--- config.mk ---
export PLATFORM = sky130hd
export DESIGN_NAME = logic_unit_pipe
export DESIGN_NICKNAME = d
export VERILOG_FILES = /design/src/rtl/logic_unit_pkg.sv /design/src/rtl/logic_op_eval.sv /design/src/rtl/logic_unit_pipe.sv
export SDC_FILE = /design/constraint.sdc
export NUM_CORES = 1
export LEC_CHECK = 0
export CORE_ASPECT_RATIO = 0.6
export CORE_UTILIZATION = 45
export CTS_CLUSTER_DIAMETER = 40
export DETAILED_ROUTE_END_ITERATION = 12
export GPL_TIMING_DRIVEN = 0
export PLACE_DENSITY = 0.79
export SETUP_SLACK_MARGIN = 0.15
export SLEW_MARGIN = 40
export SYNTH_ARGS = -nofsm -noshare
export SYNTH_HDL_FRONTEND = slang
export SYNTH_SLANG_ARGS = --single-unit
--- constraint.sdc ---
create_clock -name clk -period 4.66 [get_ports clk]
set_input_delay 0.932 -clock clk [delete_from_list [all_inputs] [get_ports clk]]
set_output_delay 0.932 -clock clk [all_outputs]
set_load 0.01 [all_outputs]
--- src/rtl/logic_unit_pkg.sv ---
// logic_unit_pkg: op-code constants and output-stage state encoding for logic_unit_pipe
package logic_unit_pkg;
    localparam int OP_W = 3;
    localparam logic [OP_W-1:0] OP_NOT  = 3'b000;
    localparam logic [OP_W-1:0] OP_AND  = 3'b001;
    localparam logic [OP_W-1:0] OP_OR   = 3'b010;
    localparam logic [OP_W-1:0] OP_XOR  = 3'b011;
    localparam logic [OP_W-1:0] OP_NAND = 3'b100;
    localparam logic [OP_W-1:0] OP_NOR  = 3'b101;
    localparam logic [OP_W-1:0] OP_XNOR = 3'b110;
    localparam logic [OP_W-1:0] OP_PASS = 3'b111;
    typedef enum logic [1:0] {ST_EMPTY, ST_ONE, ST_FULL} state_e;
endpackage

--- src/rtl/logic_op_eval.sv ---
// logic_op_eval: combinational bitwise operation with zero and parity flags
module logic_op_eval import logic_unit_pkg::*; #(
    parameter int WIDTH = 32
) (
    input  logic [WIDTH-1:0] a,
    input  logic [WIDTH-1:0] b,
    input  logic [OP_W-1:0]  op,
    output logic [WIDTH-1:0] result,
    output logic             zero,
    output logic             parity
);
    always_comb begin
        case (op)
            OP_NOT:  result = ~a;
            OP_AND:  result = a & b;
            OP_OR:   result = a | b;
            OP_XOR:  result = a ^ b;
            OP_NAND: result = ~(a & b);
            OP_NOR:  result = ~(a | b);
            OP_XNOR: result = ~(a ^ b);
            default: result = a;
        endcase
    end
    assign zero   = ~|result;
    assign parity = ^result;
endmodule

--- src/rtl/logic_unit_pipe.sv ---
// logic_unit_pipe: registered bitwise logic unit with valid/ready handshake,
// 2-entry skid buffer, status flags and a completed-operation counter
module logic_unit_pipe import logic_unit_pkg::*; #(
    parameter int WIDTH = 32,
    parameter int CNT_W = 16
) (
    input  logic             clk,
    input  logic             rst,
    input  logic             in_valid,
    output logic             in_ready,
    input  logic [WIDTH-1:0] in_a,
    input  logic [WIDTH-1:0] in_b,
    input  logic [OP_W-1:0]  in_op,
    output logic             out_valid,
    input  logic             out_ready,
    output logic [WIDTH-1:0] out_result,
    output logic             out_zero,
    output logic             out_parity,
    input  logic             clr_count,
    output logic [CNT_W-1:0] op_count
);
    state_e           r_state, w_next;
    logic             r_in_ready;
    logic [WIDTH+1:0] r_out, r_skid;
    logic [CNT_W-1:0] r_cnt;
    logic [WIDTH-1:0] w_res;
    logic             w_zero, w_par, w_acc, w_hs;
    logic             w_load_out, w_load_skid, w_skid_to_out;
    logic [WIDTH+1:0] w_ent;

    // Evaluated straight from the handshake inputs so the result lands one cycle after acceptance
    logic_op_eval #(.WIDTH(WIDTH)) u_eval (
        .a(in_a), .b(in_b), .op(in_op),
        .result(w_res), .zero(w_zero), .parity(w_par)
    );

    assign w_ent     = {w_par, w_zero, w_res};
    assign w_acc     = in_valid & r_in_ready;
    assign out_valid = (r_state != ST_EMPTY);
    assign w_hs      = out_valid & out_ready;

    always_comb begin
        w_next        = r_state;
        w_load_out    = 1'b0;
        w_load_skid   = 1'b0;
        w_skid_to_out = 1'b0;
        case (r_state)
            ST_EMPTY: begin
                w_next     = w_acc ? ST_ONE : ST_EMPTY;
                w_load_out = w_acc;
            end
            ST_ONE: begin
                w_next      = w_acc ? (out_ready ? ST_ONE : ST_FULL) : (out_ready ? ST_EMPTY : ST_ONE);
                w_load_out  = w_acc & out_ready;
                w_load_skid = w_acc & ~out_ready;
            end
            ST_FULL: begin
                w_next        = out_ready ? ST_ONE : ST_FULL;
                w_skid_to_out = out_ready;
            end
            default: w_next = ST_EMPTY;
        endcase
    end

    always_ff @(posedge clk or posedge rst) begin
        if (rst) begin
            r_state    <= ST_EMPTY;
            r_in_ready <= 1'b1;
            r_out      <= '0;
            r_skid     <= '0;
            r_cnt      <= '0;
        end else begin
            r_state    <= w_next;
            r_in_ready <= (w_next != ST_FULL);
            if (w_load_out)
                r_out <= w_ent;
            else if (w_skid_to_out)
                r_out <= r_skid;
            if (w_load_skid)
                r_skid <= w_ent;
            r_cnt <= clr_count ? '0 : (w_hs ? r_cnt + 1'b1 : r_cnt);
        end
    end

    assign in_ready   = r_in_ready;
    assign out_result = r_out[WIDTH-1:0];
    assign out_zero   = r_out[WIDTH];
    assign out_parity = r_out[WIDTH+1];
    assign op_count   = r_cnt;
endmodule

==> results.sh, run 1 <==
export IMPL_hold_depth=2
export IMPL_synth_seq_cells=87
export IMPL_power_density_mw_per_mm2=393
export IMPL_setup_violations=0
export IMPL_synthArstFlopShare_pct=100
export IMPL_cts_buffer_depth=2
export IMPL_synth_avg_cell_area_um2=8.66
export IMPL_num_fill_cells=1354
export IMPL_syn_num_nets=982
export IMPL_drc=0
export IMPL_fmax_mhz=242
export IMPL_switching_share_pct=37.7
export IMPL_period_share_pct=88.5
export IMPL_drt_iter0_markers=774
export IMPL_initial_core_util_pct=46.3
export IMPL_ff_latch_area_mm2=0.00218
export IMPL_synth_cells=827
export IMPL_cts_root_buf="clkbuf_16"
export IMPL_htreeDepth=3
export IMPL_cts_sinks=87
export IMPL_r2r_slack_ns=2.31
export IMPL_worst_slew_pin_slew_ns=0.805
export IMPL_antenna_found_initial=0
export IMPL_final_cell_mix="clkdlybuf4s50_1 (121), o21ai_0 (98), nand2_1 (88)"
export IMPL_port_buffers=121
export IMPL_rr_endpoint="r_out[7]"
export IMPL_min_from="r_skid[17]"
export IMPL_worst_hold_path_type="reg2reg"
export IMPL_pwr_share_clk_pct=18.4
export IMPL_cpLargestDelayFamily="buffers and inverters"
export IMPL_clock_latency_ns=0.33
export IMPL_dr_pass1_iters=5
export IMPL_fin_setup_tns_ns=0
export IMPL_cts_tree="yes"
export IMPL_crit_slowest_cell="clkdlybuf4s50_1"
export IMPL_die_y_um=99.7
export IMPL_vias=6955
export IMPL_vias_per_cell=5.95
export IMPL_seqPwrFrac_pct=35.5
export IMPL_yosysSeqAreaShare_pct=30.4
export IMPL_dp_hpwl_um=16800
export IMPL_skew_ns=0.00518
export IMPL_post_cts_resized=0
export IMPL_syn_to_final_growth_pct=24.7
export IMPL_hold_violations=0
export IMPL_p_leak_nw=4.09
export IMPL_numCtsBuffers=9
export IMPL_reg2reg_from="in_ready"
export IMPL_gp_congestion=0.958
export IMPL_ys_warnings_count=0
export IMPL_peakVddDrop_mv=0.272
export IMPL_slowest_delay_ns=0.56
export IMPL_cp_data_arrival_time_ns=4.32
export IMPL_hold_path_end="r_skid[17]"
export IMPL_synth_area_mm2=0.00716
export IMPL_path_buf_inv=3
export IMPL_grt_pass1_vias=6373
export IMPL_crit_required_ns=4.86
export IMPL_post_cts_setup_buffers=0
export IMPL_io_pins=124
export IMPL_gr_total_overflow=0
export IMPL_path_class="in2reg"
export IMPL_die_w_um=165
export IMPL_antenna_cells=0
export IMPL_ys_flop_type="dfrtp_1"
export IMPL_drive_gt1_share_pct=7.46
export IMPL_max_slew_margin_rel_pct=45.5
export IMPL_grtUsageTotal_pct=27.0
export IMPL_endpoint_kind="flip-flop"
export IMPL_net_switching_power_mw=1.32
export IMPL_multiInputGateArea_mm2=0.00445
export IMPL_num_rows=35
export IMPL_critPathMostFrequentCell="xnor2_1"
export IMPL_synth_edf_count=0
export IMPL_core_area_mm2=0.0155
export IMPL_rsz0062_at_grt="no"
export IMPL_die_area_mm2=0.0164
export IMPL_final_nets=1115
export IMPL_clkTransAtPathRegs_ns=0.06
export IMPL_fin_crit_ns=4.13
export IMPL_layout_commonest_cell="clkdlybuf4s50_1"
export IMPL_p_total_mw=3.50
export IMPL_stdcell_area_mm2=0.00892
export IMPL_yosysUniqueCellTypes=52
export IMPL_power_internal_mw=2.18
export IMPL_reg2regPathDepth=8
export IMPL_fin_util_pct=57.7
export IMPL_path_max_fanout=10
export IMPL_grt_pass1_wl_um=34100
export IMPL_grt_max_degree=57
export IMPL_finalWirelength_um=21700
export IMPL_path_cells="clkdlybuf4s50_1 > buf_2 > clkbuf_1 > nand3_1 > o21ai_0 > ha_1 > xnor2_1 > xnor2_1 > xnor2_1 > xnor2_1 > a21oi_1"
export IMPL_holdWs_ns=0.483
export IMPL_finalMaxSlewViolations=0
export IMPL_maxCapViolations=0
export IMPL_p_comb_share_pct=46.0
export IMPL_dpl_instance_area_mm2=0.00866
export IMPL_cts_hold_buf=0
export IMPL_wl_per_cell_um=18.6
export IMPL_status="finished, final reports clean"
export IMPL_cp_start_kind="primary input"
export IMPL_detail_route_antenna_nets=0
==> flip-flops by register name, summed over array words and instances, names as in the netlist <==
name	cells
r_out	34
op_count	16
in_ready	1
r_state	2
r_skid	34
==> worst max path at each step <==
stage / end / start / depth (start not counted) / slack, ns
3_3_place_gp: r_out[14] / rst / 2 / 0.17
6_report: r_out[33] / in_op[1] / 11 / 0.53
3_5_place_dp: r_skid[33] / in_op[1] / 11 / 0.30
2_1_floorplan: op_count[0] / rst / 1 / 1.48
5_1_grt: r_out[33] / in_op[1] / 11 / 0.48
4_1_cts: r_out[33] / in_op[1] / 11 / 0.65
==> power groups by stage <==
stage	Combinational, mW	Clock (mW)	Sequential [mW]
floorplan	0.854	0	1.27
global placement	1.53	0	1.25
detailed placement	1.58	0	1.25
CTS	1.60	0.655	1.24
global route	1.77	0.686	1.28
finish	1.61	0.646	1.25
==> cell type report <==
| class | count | area share [%] |
|---|---|---|
| inverter | 72 | 3.08 |
| buffer | 57 | 2.90 |
| tap | 203 | 2.85 |
| clock inverter | 5 | 0.393 |
| clock buffer | 11 | 2.61 |
| multi-input combinational | 611 | 49.9 |
| timing repair buffer | 122 | 13.9 |
| sequential | 87 | 24.4 |
==> routing by layer <==
layer	vias up	share of wire (%)	routed length (µm)	GRT usage, %
li1	3241	-	-	-
met1	3314	47	10200	42.0
met2	376	41	8790	37.5
met3	24	12	2500	6.46
met4	0	1.1	239	5.01
met5	-	0	0	0
==> cell usage after synthesis, drive strengths merged (11+ instances only) <==
| cell type | count | area share [%] |
|---|---|---|
| a21oi | 40 | 2.8 |
| a22oi | 25 | 2.6 |
| and3 | 17 | 1.5 |
| buf | 26 | 2.0 |
| clkbuf | 31 | 1.6 |
| dfrtp | 86 | 30 |
| ha | 83 | 15 |
| inv | 70 | 3.7 |
| mux2 | 12 | 1.9 |
| mux2i | 28 | 3.9 |
| mux4 | 11 | 3.5 |
| nand2 | 88 | 4.6 |
| nand2b | 11 | 0.96 |
| nand3 | 17 | 1.2 |
| nor2 | 33 | 1.7 |
| nor3 | 12 | 0.84 |
| o211ai | 12 | 1.3 |
| o21ai | 98 | 6.9 |
| o22ai | 16 | 1.4 |
| xnor2 | 19 | 2.3 |
==> worst register-to-register path, delay by kind of cell (launching register included) <==
family          cells  cell delay [ns]
compound gates      3             0.82
buf+inv             1             0.28
fa+ha+maj           1             0.17
simple gates        3             0.39
flops               1             0.54
==> logic make-up (layout without fill, tap and decap cells) <==
family	Yosys count	after routing	share of synthesized area, %
muxes	51	51	9.26
and+or+nand+nor	200	200	12.8
xor gates and xnor gates	27	27	3.30
buffers and inverters	129	267	7.39
adders and majority gates	83	83	14.5
AOI/OAI and AO/OA	250	250	22.3
DFF	87	87	30.4
==> metrics by stage <==
step | cells | setup WS (ns)
2_1_floorplan | 827 | 1.48
3_3_place_gp | 1151 | 0.174
3_5_place_dp | 1152 | 0.303
4_1_cts | 1168 | 0.648
5_1_grt | 1168 | 0.480
6_report | 1168 | 0.534
Power figures use the tool's default switching activity.
==> run 2, diff against run 1 <==
SETUP_SLACK_MARGIN = unset   (was 0.15)
==> results of run 2 <==
The final DEF is identical to that of run 1; final timing and power are the same.
==> run 3, diff against run 2 <==
ABC_AREA = 1   (was unset)
GPL_ROUTABILITY_DRIVEN = 0   (was unset)
PLACE_DENSITY = 0.78   (was 0.79)
SKIP_LAST_GASP = 1   (was unset)
==> results.sh, run 3 <==
export IMPL_grt_pass1_wl_um=37700
export IMPL_instances_no_fill=1553
export IMPL_p_leak_nw=4.88
export IMPL_yosysMostFrequentCell="nand2_1"
export IMPL_yosysSeqAreaShare_pct=28.4
export IMPL_maxCapViolations=0
export IMPL_holdWs_ns=0.479
export IMPL_cts_hold_buf=0
export IMPL_dr_pass1_iters=5
export IMPL_setup_violations=0
export IMPL_worst_hold_path_type="reg2reg"
export IMPL_cts_tree="yes"
export IMPL_cp_start_kind="primary input"
export IMPL_power_density_mw_per_mm2=390
export IMPL_max_slew_margin_rel_pct=56.0
export IMPL_htreeDepth=3
export IMPL_synth_area_mm2=0.00766
export IMPL_worst_slew_pin_slew_ns=0.660
export IMPL_crit_required_ns=4.94
export IMPL_io_pins=124
export IMPL_status="finished, final reports clean"
export IMPL_fmax_mhz=263
export IMPL_grt_pass1_vias=7537
export IMPL_drc=0
export IMPL_syn_num_nets=1341
export IMPL_fin_crit_ns=3.80
export IMPL_cts_buffer_depth=2
export IMPL_period_share_pct=81.6
export IMPL_path_max_fanout=10
export IMPL_power_internal_mw=2.14
export IMPL_clock_latency_ns=0.35
export IMPL_final_nets=1475
export IMPL_wl_per_cell_um=15.5
export IMPL_layout_commonest_cell="nand2_1"
export IMPL_num_fill_cells=1534
export IMPL_pwr_share_clk_pct=18.8
export IMPL_use_met2_pct=42.4
export IMPL_yosys_area_top_type="dfrtp_1"
export IMPL_synth_seq_cells=87
export IMPL_use_met1_pct=40.7
export IMPL_ys_warnings_count=0
export IMPL_synth_avg_cell_area_um2=6.46
export IMPL_netlist_area_leader_share_pct=28.1
export IMPL_core_area_mm2=0.0164
export IMPL_die_y_um=103
export IMPL_p_comb_share_pct=48.3
export IMPL_yosysUniqueCellTypes=34
export IMPL_grtUsageMet3_pct=5.72
export IMPL_stdcell_area_mm2=0.00947
export IMPL_endpoint_kind="flip-flop"
export IMPL_vias=8358
export IMPL_numCtsBuffers=9
export IMPL_ys_flop_type="dfrtp_1"
export IMPL_path_class="in2reg"
export IMPL_initial_core_util_pct=46.6
export IMPL_dp_hpwl_um=19000
export IMPL_r2r_slack_ns=2.51
export IMPL_synthArstFlopShare_pct=100
export IMPL_cts_root_buf="clkbuf_16"
export IMPL_cp_data_arrival_time_ns=4.08
export IMPL_die_w_um=170
export IMPL_detail_route_antenna_nets=0
export IMPL_gr_total_overflow=0
export IMPL_fin_setup_tns_ns=0
export IMPL_skew_ns=0.0102
export IMPL_antenna_found_initial=0
export IMPL_drive_gt1_share_pct=4.91
export IMPL_seqPwrFrac_pct=32.9
export IMPL_synth_area_top_cells="dfrtp_1 (28%), nand2_1 (18%), ha_1 (14%)"
export IMPL_syn_to_final_growth_pct=23.7
export IMPL_finalMaxSlewViolations=0
export IMPL_grt_busiest_layer="met2"
export IMPL_post_cts_setup_buffers=0
export IMPL_grtUsageTotal_pct=27.9
export IMPL_placed_cells=1537
export IMPL_finalWirelength_um=24100
export IMPL_port_buffers=122
export IMPL_grt_max_degree=50
export IMPL_antenna_cells=0
export IMPL_drt_iter0_markers=930
export IMPL_vias_per_cell=5.38
export IMPL_post_cts_resized=0
export IMPL_synthTopCellsByCount="nand2_1 (359), inv_1 (157), nor2_1 (144)"
export IMPL_cts_sinks=87
export IMPL_net_switching_power_mw=1.55
export IMPL_synth_cells=1186
export IMPL_die_area_mm2=0.0176
export IMPL_final_cell_mix="nand2_1 (359), inv_1 (156), nor2_1 (144)"
export IMPL_synth_edf_count=0
export IMPL_dpl_instance_area_mm2=0.00919
export IMPL_num_rows=36
export IMPL_hold_violations=0
export IMPL_peakVddDrop_mv=0.244
export IMPL_rsz0062_at_grt="no"
export IMPL_clkTransAtPathRegs_ns=0.06
export IMPL_switching_share_pct=42.0
==> run 3: changes by cell type in the layout (fill, tap and decap cells not counted), moves of 12 or more <==
cell,delta
nand2_1,+271
nor2_1,+111
inv_1,+87
nand3_1,+63
mux2i_1,-28
a21oi_1,-22
clkbuf_1,-18
xnor2_1,-18
and3_1,-17
o21ai_1,+13
mux2_2,-12
==> run 3: kinds of logic after synthesis <==
kind of cell    after synthesis  synth area share [%]
simple gates                640                  34.9
buf+inv                     209                  10.9
compound gates              165                  11.9
flops                        87                  28.4
fa+ha+maj                    83                  13.6
xor+xnor                      2                 0.229
==> run 3: stage by stage <==
step / total power [mW] / utilization, % / worst slack [ns]
floorplan: 2.24 / - / 1.48
finish: 3.69 / 57.6 / 0.856
global placement: 2.91 / 55.8 / 0.0153
global route: 3.97 / 57.6 / 0.664
CTS: 3.68 / 57.6 / 1.02
detailed placement: 2.97 / 55.9 / 0.677
==> run 3: path summary, 6_finish.rpt <==
check | cells after the start | endpoint | startpoint
max in group asynchronous | 3 | in_ready | rst
max | 14 | r_out[32] | in_op[0]
max reg2reg | 10 | r_out[12] | in_ready
min reg2reg | 2 | r_skid[9] | r_skid[9]
min | 2 | r_skid[9] | r_skid[9]
min in group asynchronous | 2 | r_out[1] | rst
==> run 3: cell type report <==
| class | count | area [µm²] | area share (%) |
|---|---|---|---|
| Buffer | 45 | 223 | 2.35 |
| Clock buffer | 9 | 225 | 2.38 |
| Clock inverter | 7 | 56.3 | 0.594 |
| Inverter | 164 | 621 | 6.55 |
| Multi-Input combinational cell | 890 | 4640 | 49.0 |
| Sequential cell | 87 | 2180 | 23.0 |
| Tap cell | 228 | 285 | 3.01 |
| Timing Repair Buffer | 123 | 1240 | 13.1 |
==> run 3: per-layer routing <==
layer,wire [µm],vias to the layer above
met5,0,-
met4,299,0
met3,2440,24
met2,10100,433
met1,11300,3834
li1,-,4067
==> run 3: power groups by stage <==
stage	Clock [mW]	Combinational (mW)	Sequential, mW
floorplan	0	0.990	1.25
global placement	0	1.70	1.21
detailed placement	0	1.75	1.22
CTS	0.707	1.76	1.21
global route	0.738	1.98	1.24
finish	0.695	1.78	1.21
==> run 3: critical path, cell delays in order <==
cell and delay [ns]:
clkdlybuf4s50_1 0.51, nand2_1 0.19, inv_2 0.10, nand2_2 0.14, buf_1 0.51, nand3_1 0.15, nand2_1 0.26, ha_1 0.20
nand2_1 0.07, nor4_1 0.46, nand2_1 0.21, o21ai_0 0.19, nand2_1 0.08, nand2_1 0.06
